--- config.mk ---
export PLATFORM = sky130hd
export DESIGN_NAME = if_fetch_unit_flat
export DESIGN_NICKNAME = d
export VERILOG_FILES = /design/src/rtl/if_fetch_unit_if.sv /design/src/rtl/if_fetch_unit.sv /design/src/flat_wrapper.sv
export SDC_FILE = /design/constraint.sdc
export NUM_CORES = 1
export LEC_CHECK = 0
export CAP_MARGIN = 10
export CORE_MARGIN = 4
export CORE_UTILIZATION = 40
export DETAILED_ROUTE_END_ITERATION = 7
export PLACE_DENSITY_LB_ADDON = 0.05
export SYNTH_ARGS = -nofsm -noshare
export SYNTH_HDL_FRONTEND = slang
export SYNTH_SLANG_ARGS = --single-unit
export TNS_END_PERCENT = 30
--- constraint.sdc ---
create_clock -name clk -period 2.2 [get_ports clk]
set_input_delay 0.44 -clock clk [delete_from_list [all_inputs] [get_ports clk]]
set_output_delay 0.44 -clock clk [all_outputs]
set_load 0.005 [all_outputs]
--- src/rtl/if_fetch_unit_if.sv ---
// Instruction-memory read port: word request/ready handshake between fetch and imem.
interface if_fetch_unit_if;
  logic        imem_req;
  logic [31:0] imem_addr;
  logic        imem_ready;
  logic [31:0] imem_rdata;

  modport master (
    output imem_req,
    output imem_addr,
    input  imem_ready,
    input  imem_rdata
  );

  modport slave (
    input  imem_req,
    input  imem_addr,
    output imem_ready,
    output imem_rdata
  );
endinterface

--- src/rtl/if_fetch_unit.sv ---
// Instruction-fetch stage: owns the PC, reads imem, strobes fetched words into IF/ID.
// Define IF_FLUSH_EN to squash (NOP) the instruction returned or held when a redirect arrives.
module if_fetch_unit #(
  parameter logic [31:0] RESET_PC = 32'h0000_0000
) (
  input  logic                   clk,
  input  logic                   rst,
  input  logic                   Stall,
  input  logic                   Redirect,
  input  logic [31:0]            RedirectPC,
  if_fetch_unit_if.master        imem,
  output logic [31:0]            instruction_out,
  output logic [31:0]            PCNow_out,
  output logic [31:0]            PCNext4_out,
  output logic                   Write_out
);

  typedef enum logic [1:0] {
    S_REQ,
    S_HOLD,
    S_DRAIN
  } state_t;

  state_t      state_q, state_d;
  logic [31:0] pc_q, pc_d;
  logic [31:0] drain_q, drain_d;
  logic [31:0] hold_instr_q, hold_instr_d;
  logic [31:0] hold_pc_q, hold_pc_d;
  logic [31:0] out_instr_q, out_instr_d;
  logic [31:0] out_pc_q, out_pc_d;
  logic [31:0] out_pc4_q, out_pc4_d;
  logic        wr_q, wr_d;

  logic        squash;
  logic [31:0] redirect_pc;
  logic [31:0] pc_inc;
  logic [31:0] hold_pc4;
  logic [31:0] captured;
  logic [31:0] held;

`ifdef IF_FLUSH_EN
  assign squash = Redirect;
`else
  assign squash = 1'b0;
`endif

  assign redirect_pc = {RedirectPC[31:2], 2'b00};
  assign pc_inc      = pc_q + 32'd4;
  assign hold_pc4    = hold_pc_q + 32'd4;
  assign captured    = squash ? '0 : imem.imem_rdata;
  assign held        = squash ? '0 : hold_instr_q;

  // A delivered entry stays pending while Stall is high, so IF/ID never sees a write under stall.
  // New entries only load the output buses when Stall=0, i.e. when any pending one drains too.
  assign Write_out = wr_q & ~Stall & ~rst;

  // In DRAIN the abandoned address stays on the bus until its ready; pc_q already holds the target.
  assign imem.imem_req  = ~rst & (state_q != S_HOLD);
  assign imem.imem_addr = (state_q == S_DRAIN) ? drain_q : pc_q;

  assign instruction_out = out_instr_q;
  assign PCNow_out       = out_pc_q;
  assign PCNext4_out     = out_pc4_q;

  always_comb begin
    state_d      = state_q;
    pc_d         = pc_q;
    drain_d      = drain_q;
    hold_instr_d = hold_instr_q;
    hold_pc_d    = hold_pc_q;
    out_instr_d  = out_instr_q;
    out_pc_d     = out_pc_q;
    out_pc4_d    = out_pc4_q;
    wr_d         = wr_q & ~Write_out;

    case (state_q)
      S_REQ: begin
        if (imem.imem_ready) begin
          pc_d = Redirect ? redirect_pc : pc_inc;
          if (Stall) begin
            hold_instr_d = captured;
            hold_pc_d    = pc_q;
            state_d      = S_HOLD;
          end else begin
            out_instr_d = captured;
            out_pc_d    = pc_q;
            out_pc4_d   = pc_inc;
            wr_d        = 1'b1;
          end
        end else if (Redirect) begin
          drain_d = pc_q;
          pc_d    = redirect_pc;
          state_d = S_DRAIN;
        end
      end

      S_HOLD: begin
        if (Redirect) begin
          pc_d = redirect_pc;
        end
        if (Stall) begin
          hold_instr_d = held;
        end else begin
          out_instr_d = held;
          out_pc_d    = hold_pc_q;
          out_pc4_d   = hold_pc4;
          wr_d        = 1'b1;
          state_d     = S_REQ;
        end
      end

      S_DRAIN: begin
        if (Redirect) begin
          pc_d = redirect_pc;
        end
        if (imem.imem_ready) begin
          state_d = S_REQ;
        end
      end

      default: state_d = S_REQ;
    endcase
  end

  always_ff @(posedge clk) begin
    if (rst) begin
      state_q      <= S_REQ;
      pc_q         <= RESET_PC;
      drain_q      <= '0;
      hold_instr_q <= '0;
      hold_pc_q    <= '0;
      out_instr_q  <= '0;
      out_pc_q     <= '0;
      out_pc4_q    <= '0;
      wr_q         <= 1'b0;
    end else begin
      state_q      <= state_d;
      pc_q         <= pc_d;
      drain_q      <= drain_d;
      hold_instr_q <= hold_instr_d;
      hold_pc_q    <= hold_pc_d;
      out_instr_q  <= out_instr_d;
      out_pc_q     <= out_pc_d;
      out_pc4_q    <= out_pc4_d;
      wr_q         <= wr_d;
    end
  end

endmodule

--- src/flat_wrapper.sv ---
// flat-port wrapper written by rule: the top's interface ports become plain ports
module if_fetch_unit_flat 
#(
  parameter logic [31:0] RESET_PC = 32'h0000_0000
)
  (clk, rst, Stall, Redirect, RedirectPC, instruction_out, PCNow_out, PCNext4_out, Write_out, imem_imem_req, imem_imem_addr, imem_imem_ready, imem_imem_rdata);
  if_fetch_unit_if imem_i ();
  input  logic clk;
  input  logic rst;
  input  logic Stall;
  input  logic Redirect;
  input  logic [31:0] RedirectPC;
  output logic [31:0] instruction_out;
  output logic [31:0] PCNow_out;
  output logic [31:0] PCNext4_out;
  output logic Write_out;
  output wire logic [$bits(imem_i.imem_req)-1:0] imem_imem_req;
  output wire logic [$bits(imem_i.imem_addr)-1:0] imem_imem_addr;
  input wire logic [$bits(imem_i.imem_ready)-1:0] imem_imem_ready;
  input wire logic [$bits(imem_i.imem_rdata)-1:0] imem_imem_rdata;
  assign imem_imem_req = imem_i.imem_req;
  assign imem_imem_addr = imem_i.imem_addr;
  assign imem_i.imem_ready = imem_imem_ready;
  assign imem_i.imem_rdata = imem_imem_rdata;
  if_fetch_unit #(.RESET_PC(RESET_PC)) u_core (.clk(clk), .rst(rst), .Stall(Stall), .Redirect(Redirect), .RedirectPC(RedirectPC), .imem(imem_i), .instruction_out(instruction_out), .PCNow_out(PCNow_out), .PCNext4_out(PCNext4_out), .Write_out(Write_out));
endmodule
======== After elaboration in Yosys (flattened, before gate mapping) ========
Index checks and enable logic that the tools add are counted.
operators by class
  $add $sub $neg .......................... 2
  equal/unequal tests ..................... 9
  multiplexer cells ....................... 26
  bitwise logic cells ..................... 8
  reductions and logical operators ........ 8
operator list
  kind                     number
  $mux W32                 13
  $pmux W32 S2             4
  $add A32 B3 Y32 const B  2
  $mux W2                  5
  $ne A2 B2 Y1 const B     4
  $reduce_and A4 Y1        2
  $ne A3 B3 Y1 const B     2
  $pmux W2 S3              1
  $reduce_and A3 Y1        2
  $and A1 B1 Y1            4
  $not A1 Y1               4
  $reduce_bool A2 Y1       2
  $eq A2 B1 Y1 const B     1
  $eq A2 B2 Y1 const B     1
  $logic_not A2 Y1         1
  $mux W1                  2
  $ne A2 B1 Y1 const B     1
  $pmux W1 S2              1
  $reduce_or A2 Y1         1
word-level totals
  flip-flop bits (word level) ............. 227
  output and inout port bits .............. 130
  word-level logic and storage cells ...... 62

======== Depth between registers and ports, before layout ========
Gate-level depths: netlist of the first run.
  depth in word-level cells ............... 8
  gate-level depth with buffers ........... 9

======== Worst setup path before layout of the first run ========
No wires, ideal clock.
  kind .................................... reg-to-reg
  start ................................... reg u_core.pc_q[5]
  end ..................................... reg u_core.out_pc4_q[28], in the netlist u_core.PCNext4_out[28]
  data arrival time ....................... 2.047 ns
  data required time ...................... 2.078 ns
  slack ................................... 0.032 ns
  stages on the path, launching flop included .. 8
  buffers on the path ..................... 2
  clock period less this slack ............ 2.168 ns
  cell sequence ........................... dfxtp_1 -> buf_2 -> and4_1 -> buf_2 -> nand4_1 -> or4_1 -> xnor2_1 -> a221o_1
between the ends
  longest elaborated chain between the ends .. 4
ends and longest elaborated chain
  item                      line                  text
  start: declaration        if_fetch_unit.sv:25   logic [31:0] pc_q, pc_d;
  start signal: assignment  if_fetch_unit.sv:138  pc_q <= pc_d;
  $add A32 B3 Y32           if_fetch_unit.sv:48   assign pc_inc = pc_q + 32'd4;
  $mux W32                  if_fetch_unit.sv:80   if (Stall) begin
  $mux W32                  if_fetch_unit.sv:78   if (imem.imem_ready) begin
  $pmux W32 S2              if_fetch_unit.sv:76   case (state_q)
  end signal: assignment    if_fetch_unit.sv:144  out_pc4_q <= out_pc4_d;
  end: declaration          if_fetch_unit.sv:31   logic [31:0] out_pc4_q, out_pc4_d;
No other way between the ends. The select of a mux whose other input is x is not followed.
A chain may end at the register's enable or synchronous reset.

======== Worst setup path after layout of the first run ========
  start ................................... reg u_core.state_q[0]
  end ..................................... out imem_imem_addr[2]
between the ends
  longest elaborated chain between the ends .. 2
ends and longest elaborated chain
  item                      line                  text
  start: declaration        if_fetch_unit.sv:24   state_t state_q, state_d;
  start signal: assignment  if_fetch_unit.sv:137  state_q <= state_d;
  $eq A2 B2 Y1              if_fetch_unit.sv:59   assign imem.imem_addr = (state_q == S_DRAIN) ? drain_q : pc_q;
  $mux W32                  if_fetch_unit.sv:59
  end: declaration          flat_wrapper.sv:18    output wire logic [$bits(imem_i.imem_addr)-1:0] imem_imem_addr;
No other way between the ends.

==> results of run 1 <==
## what timing repair did
action / 4_1_cts / 5_1_grt
hold endpoints to repair: 0 / 0
gates resized for setup: 161 / 40
gates cloned: 5 / 0
endpoints found under the setup margin: 38 / 42
pin swaps: 1 / 2
setup buffers: 7 / 2
## worst reg2reg max path: cells and delay by family (launching register included)
kind / cells / cell delay (ns)
adders and majority gates: 1 / 0.21
and+or+nand+nor: 3 / 1.22
AOI/OAI and AO/OA: 2 / 0.37
DFF: 1 / 0.34
## power groups by stage
stage	combinational (mW)	sequential (mW)	clock (mW)
after global routing	2.26	4.50	5.07
after global placement	1.95	4.55	0
after detailed placement	1.96	4.55	0
final	2.08	4.47	4.83
after floorplan	0.956	4.53	0
after CTS	2.08	4.47	4.93
## cell type report
class / count / area, um^2 / area share, %
Multi-Input combinational cell: 998 / 6050 / 39.4
Sequential cell: 225 / 4510 / 29.4
Timing Repair Buffer: 351 / 3320 / 21.6
Clock buffer: 35 / 764 / 4.98
Tap cell: 341 / 427 / 2.78
Clock inverter: 13 / 209 / 1.36
Inverter: 22 / 82.6 / 0.538
## kinds of logic (layout without fill, tap and decap cells)
family,Yosys count,after routing,share of synthesized area (%)
buf+inv,159,421,5.74
compound gates,347,347,20.2
xor+xnor,26,26,2.07
simple gates,525,525,21.5
fa+ha+maj,6,6,0.682
flops,225,225,40.9
mux,94,94,8.81
## sequential cells by signal (all words and copies together), names as in the netlist
name / cells
u_core.wr_q: 1
u_core.state_q: 2
u_core.drain_q: 32
u_core.PCNow_out: 30
u_core.pc_q: 32
u_core.hold_pc_q: 32
u_core.held: 32
u_core.instruction_out: 32
u_core.PCNext4_out: 32
## cells in the final DEF (no fill, tap or decap), types with 7 or more instances in the layout
master,synthesis,routed
and3_1,11,10
dfxtp_1,225,223
nor3_1,28,28
mux2_4,0,23
a21oi_1,141,140
buf_2,15,9
or3_1,12,12
nand4_1,21,21
inv_1,19,18
o211ai_1,11,11
mux2i_1,71,71
nand2_1,258,258
o21ai_2,0,9
o31ai_1,16,16
xor2_1,9,9
a221o_1,7,7
buf_6,0,18
nor4_1,15,15
clkbuf_16,0,26
o21ai_0,41,30
nand3_1,43,41
clkbuf_8,0,8
o32ai_1,8,8
buf_12,0,15
nor2_1,101,99
buf_4,4,135
clkbuf_2,1,8
clkdlybuf4s50_1,0,161
xnor2_1,17,17
a211oi_1,72,72
## through the flow
step           total power [mW]  setup slack [ns]  hold WS [ns]
3_3_place_gp               6.49            -0.288         0.438
4_1_cts                    11.5            -0.186         0.404
2_1_floorplan              5.49            0.0315         0.433
6_report                   11.4           -0.0738         0.427
5_1_grt                    11.8            -0.112         0.427
3_5_place_dp               6.51            -0.268         0.446
## per-layer routing
layer | vias to the layer above | part of all wire, %
li1 | 5402 | -
met1 | 5093 | 48
met2 | 402 | 43
met3 | 49 | 6.7
met4 | 0 | 2.1
met5 | - | 0
## worst paths after layout
check | startpoint | to | slack, ns
worst max-delay path | u_core.state_q[0] | imem_imem_addr[2] | -0.07
worst min-delay path | rst | u_core.hold_pc_q[7] | 0.43
worst max register to register | u_core.hold_pc_q[2] | u_core.PCNext4_out[30] | 0
worst min register to register | u_core.held[9] | u_core.held[9] | 0.45
==> results_dict.tcl, run 1 <==
set metrics [dict create \
    firstDrtPassIters 5 \
    num_rows 60 \
    crit_fanout 10 \
    place_area_mm2 0.0141 \
    hpwl_mm 26.5 \
    rsz0062_at_grt "yes" \
    irDropWorstVdd_uv 483 \
    grt_pass1_vias 10200 \
    synth_most_common_cell "nand2_1" \
    vias 10900 \
    slowest_delay_ns 0.35 \
    seq_power_share_pct 39.2 \
    synth_top_area_share_pct 40.9 \
    swShare_pct 26.4 \
    cts_buffers 26 \
    drc 0 \
    globalplace.congestion 0.873 \
    whs_path_depth 4 \
    io_buffer_count 196 \
    path_cells "inv_2, ha_4, buf_12, bufbuf_16, o21ai_2, buf_2" \
    p_clk_share_pct 42.5 \
    fin_skew_ns 0.0139 \
    viasPerCell 5.51 \
    routed_wirelength_mm 37.9 \
    gr-total-overflow 0 \
    grt_start_max_net_pins 150 \
    grt_use_met3_pct 3.08 \
    core_mm2 0.0270 \
    dieArea_mm2 0.0302 \
    fmaxAchievable_ghz 0.440 \
    syn_area_per_cell_um2 7.96 \
    drive_gt1_share_pct 18.2 \
    grt_pass1_wl_mm 59.0 \
    slew_headroom_pct 52.2 \
    worstSetupStartpointType "flop" \
    finalSetupTns_ns -1.36 \
    cts_tree "yes" \
    finalMaxSlewViolations 0 \
    violations "negative setup slack" \
    critPathTopFamily "buffers and inverters" \
    endpoint_kind "output pin" \
    ant_nets 0 \
    grt_most_used_layer "met1" \
    clock_latency_ns 0.54 \
    placed_cells 1927 \
    synth_edf_count 0 \
    clk_pin_slew_ns 0.06 \
    fin_util_pct 56.8 \
    syn_inst 1382 \
    synth-main-ff-cell "dfxtp_1" \
    crit_slowest_cell "dfxtp_2" \
    cp.required_ns 1.76 \
    finalCritPeriodShare_pct 103 \
    cts_root_buf "clkbuf_16" \
    tightest_slew_ns 0.717 \
    die_w_um 174 \
    path_buf_inv 4 \
    antennaDiodeCount 0 \
    ys_ff_latch 225 \
    fillCellCount 2509 \
    yosys-top-cells-area "dfxtp_1, nand2_1, mux2i_1, a21oi_1, a211oi_1" \
    gr-usage-all-layers_pct 24.0 \
    areaGrowthSynthToFinish_pct 39.6 \
    crit_cells 6 \
    setup_viol 32 \
    clockBufferDepth 3 \
    worst_slack_ns -0.0738 \
    worstSetupPathType "flop to output pin" \
    r2r_cells 6 \
    synthArstFlopShare_pct 0 \
    internal_power_mw 8.37 \
    met1_usage_pct 36.7 \
    power_density_mw_per_mm2 741 \
    hp-class "primary input to flop" \
    final_cells 1985 \
    ys_warn_count 0 \
    netlist_area_mm2 0.0110 \
    p_comb_share_pct 18.3 \
    yosysTopAreaCell "dfxtp_1" \
    finalHoldViolations 0 \
    grtUsageMet2_pct 35.9 \
    final_design_area_no_fill_mm2 0.0154 \
    drt_iter0_drc 802 \
    cts_num_sinks 225 \
    nets 1699 \
    ys_seq_area_share_pct 40.9 \
    synth_nets 1457 \
    start_util_pct 40.7 \
    p_leak_nw 5.50 \
    synth_cell_type_count 62 \
    wire_per_inst_um 19.1 \
    h-tree-depth 1 \
    p_switching_mw 3.01 \
    critical_path_arrival_ns 1.83 \
    ios 199 \
    cap_violations 0 \
    antenna_found_initial 0 \
    synth_commonest_cells "nand2_1, dfxtp_1, a21oi_1" \
    die_y_um 174 \
    postCtsHoldBufs 0 \
    fin_crit_ns 2.27 \
    outcome "finished with violations" \
]
No activity file was read; power rests on OpenSTA's default activity.
==> run 2, diff against run 1 <==
--- a/config.mk
+++ b/config.mk
@@ -6,10 +6,12 @@
 export NUM_CORES = 1
 export LEC_CHECK = 0
 export CAP_MARGIN = 10
+export CELL_PAD_IN_SITES_DETAIL_PLACEMENT = 1
+export CELL_PAD_IN_SITES_GLOBAL_PLACEMENT = 1
 export CORE_MARGIN = 4
-export CORE_UTILIZATION = 40
+export CORE_UTILIZATION = 35
 export DETAILED_ROUTE_END_ITERATION = 7
-export PLACE_DENSITY_LB_ADDON = 0.05
+export PLACE_DENSITY = 0.81
 export SYNTH_ARGS = -nofsm -noshare
 export SYNTH_HDL_FRONTEND = slang
 export SYNTH_SLANG_ARGS = --single-unit
==> run 2 against run 1 <==
The flow still finishes with violations (negative setup slack). Global-route usage up 0.14 points. Wire length up 14%. Via count is 4.6% higher. Register-to-register slack about the same. Largest power group is now registers.
==> results_dict.tcl, run 2 (synthesis results as in run 1) <==
set metrics [dict create \
    start_util_pct 35.7 \
    die_w_um 185 \
    drc 0 \
    finalMaxSlewViolations 0 \
    total_power_mw 11.0 \
    tightest_slew_ns 0.709 \
    fin_util_pct 49.5 \
    num_rows 64 \
    antenna_found_initial 0 \
    wire_per_inst_um 21.2 \
    finalHoldViolations 0 \
    p_leak_nw 5.42 \
    regToRegSetupSlack_ns -0.01 \
    postCtsHoldBufs 0 \
    firstDrtPassIters 5 \
    rsz0062_at_grt "yes" \
    final_common_cell "nand2_1" \
    viasPerCell 5.64 \
    crit_fanout 7 \
    hp-class "primary input to flop" \
    ios 199 \
    worst_slack_ns -0.166 \
    finalCritPeriodShare_pct 108 \
    ant_nets 0 \
    globalplace.congestion 0.898 \
    antennaDiodeCount 0 \
    io_buffer_count 196 \
    cts_num_sinks 225 \
    grt_start_max_net_pins 72 \
    worstSetupStartpointType "flop" \
    core_mm2 0.0308 \
    cts_root_buf "clkbuf_16" \
    cts_buffers 25 \
    grt_use_met3_pct 3.08 \
    cap_violations 0 \
    grtUsageMet2_pct 39.6 \
    clockBufferDepth 3 \
    mostFrequentLayoutCells "nand2_1, dfxtp_1, clkdlybuf4s50_1, a21oi_1, buf_4" \
    whs_path_depth 3 \
    die_y_um 185 \
    fin_crit_ns 2.37 \
    timing.rr.start "u_core.hold_pc_q[2]" \
    irDropWorstVdd_uv 530 \
    nets 1692 \
    setup_viol 24 \
    min_to "u_core.hold_pc_q[5]" \
    drt_iter0_drc 882 \
    gr-total-overflow 0 \
    grt_pass1_vias 11800 \
    clk_pin_slew_ns 0.06 \
    post-place-ws_ns -0.200 \
    fmaxAchievable_ghz 0.423 \
    dieArea_mm2 0.0343 \
    clock_latency_ns 0.54 \
    cp.required_ns 1.76 \
    grt_most_used_layer "met2" \
    cts_tree "yes" \
    grt_pass1_wl_mm 66.6 \
    fin_skew_ns 0.0154 \
    critical_path_arrival_ns 1.93 \
    drive_gt1_share_pct 18.2 \
    rr_endpoint "u_core.PCNext4_out[30]" \
    slew_headroom_pct 52.7 \
    power_density_mw_per_mm2 718 \
    r2r_cells 6 \
    worstSetupPathType "flop to output pin" \
    h-tree-depth 1 \
    endpoint_kind "output pin" \
    fillCellCount 3587 \
    worstSetupStartpoint "u_core.state_q[0]" \
    min_from "rst" \
    gr-usage-all-layers_pct 24.1 \
    vias 11500 \
    violations "negative setup slack" \
    areaGrowthSynthToFinish_pct 38.8 \
    routed_wirelength_mm 43.1 \
    outcome "finished with violations" \
    met1_usage_pct 33.3 \
    hpwl_mm 30.6 \
]
[run 2: cell types whose count changed in the layout (fill, tap and decap cells not counted), sizes merged]
cell and delta:
buf -6, bufbuf -1, bufinv -2, clkbuf +1, clkinvlp -1, inv +1
[run 2: routing by layer]
| layer | share of wire (%) | up-vias |
|---|---|---|
| li1 | - | 5389 |
| met1 | 44 | 5625 |
| met2 | 47 | 366 |
| met3 | 6.2 | 74 |
| met4 | 2.8 | 0 |
| met5 | 0 | - |
[run 2: cell type report]
cell class	count	area, um^2	share of cell area, %
clock buffers	35	703	4.61
clock inverters	11	139	0.910
inverters	22	82.6	0.541
multi-input cells	998	6090	39.9
flip-flops and latches	225	4510	29.5
well taps	396	495	3.25
repair buffers	345	3260	21.3
[run 2: report_power, final]
part | internal (mW) | switching, mW
logic | 1.02 | 1.11
registers | 4.32 | 0.163
clock network | 2.58 | 1.76
[run 2: timing repair]
| action | CTS | global route |
|---|---|---|
| setup buffers | 9 | 3 |
| pin swaps | 4 | 3 |
| gates cloned | 3 | 0 |
| setup endpoints to repair | 37 | 51 |
| resized for setup | 165 | 36 |
[run 2: through the flow]
stage / TNS (ns) / hold slack [ns] / cell area (um^2) / cells
detailed placement: -2.06 / 0.447 / 14100 / 1973
floorplan: 0 / 0.433 / 11000 / 1382
global route: -3.07 / 0.448 / 15300 / 2032
global placement: -0.840 / 0.438 / 14100 / 1973
CTS: -3.23 / 0.420 / 15200 / 2031
finish: -1.86 / 0.422 / 15300 / 2032
[run 2: worst max path at each step]
stage	depth (start not counted)	slack (ns)	end
6_report	7	-0.17	imem_imem_addr[31]
4_1_cts	7	-0.16	imem_imem_addr[17]
2_1_floorplan	7	0.03	u_core.PCNext4_out[28]
3_5_place_dp	5	-0.20	u_core.pc_q[30]
5_1_grt	7	-0.21	imem_imem_addr[26]
3_3_place_gp	6	-0.12	u_core.pc_q[23]
[run 2: critical path, stage by stage, from the launching register on]
cell	delay, ns
dfxtp_2	0.34
inv_2	0.05
ha_4	0.17
buf_12	0.14
buf_12	0.14
buf_6	0.12
mux2_4	0.30
buf_6	0.12
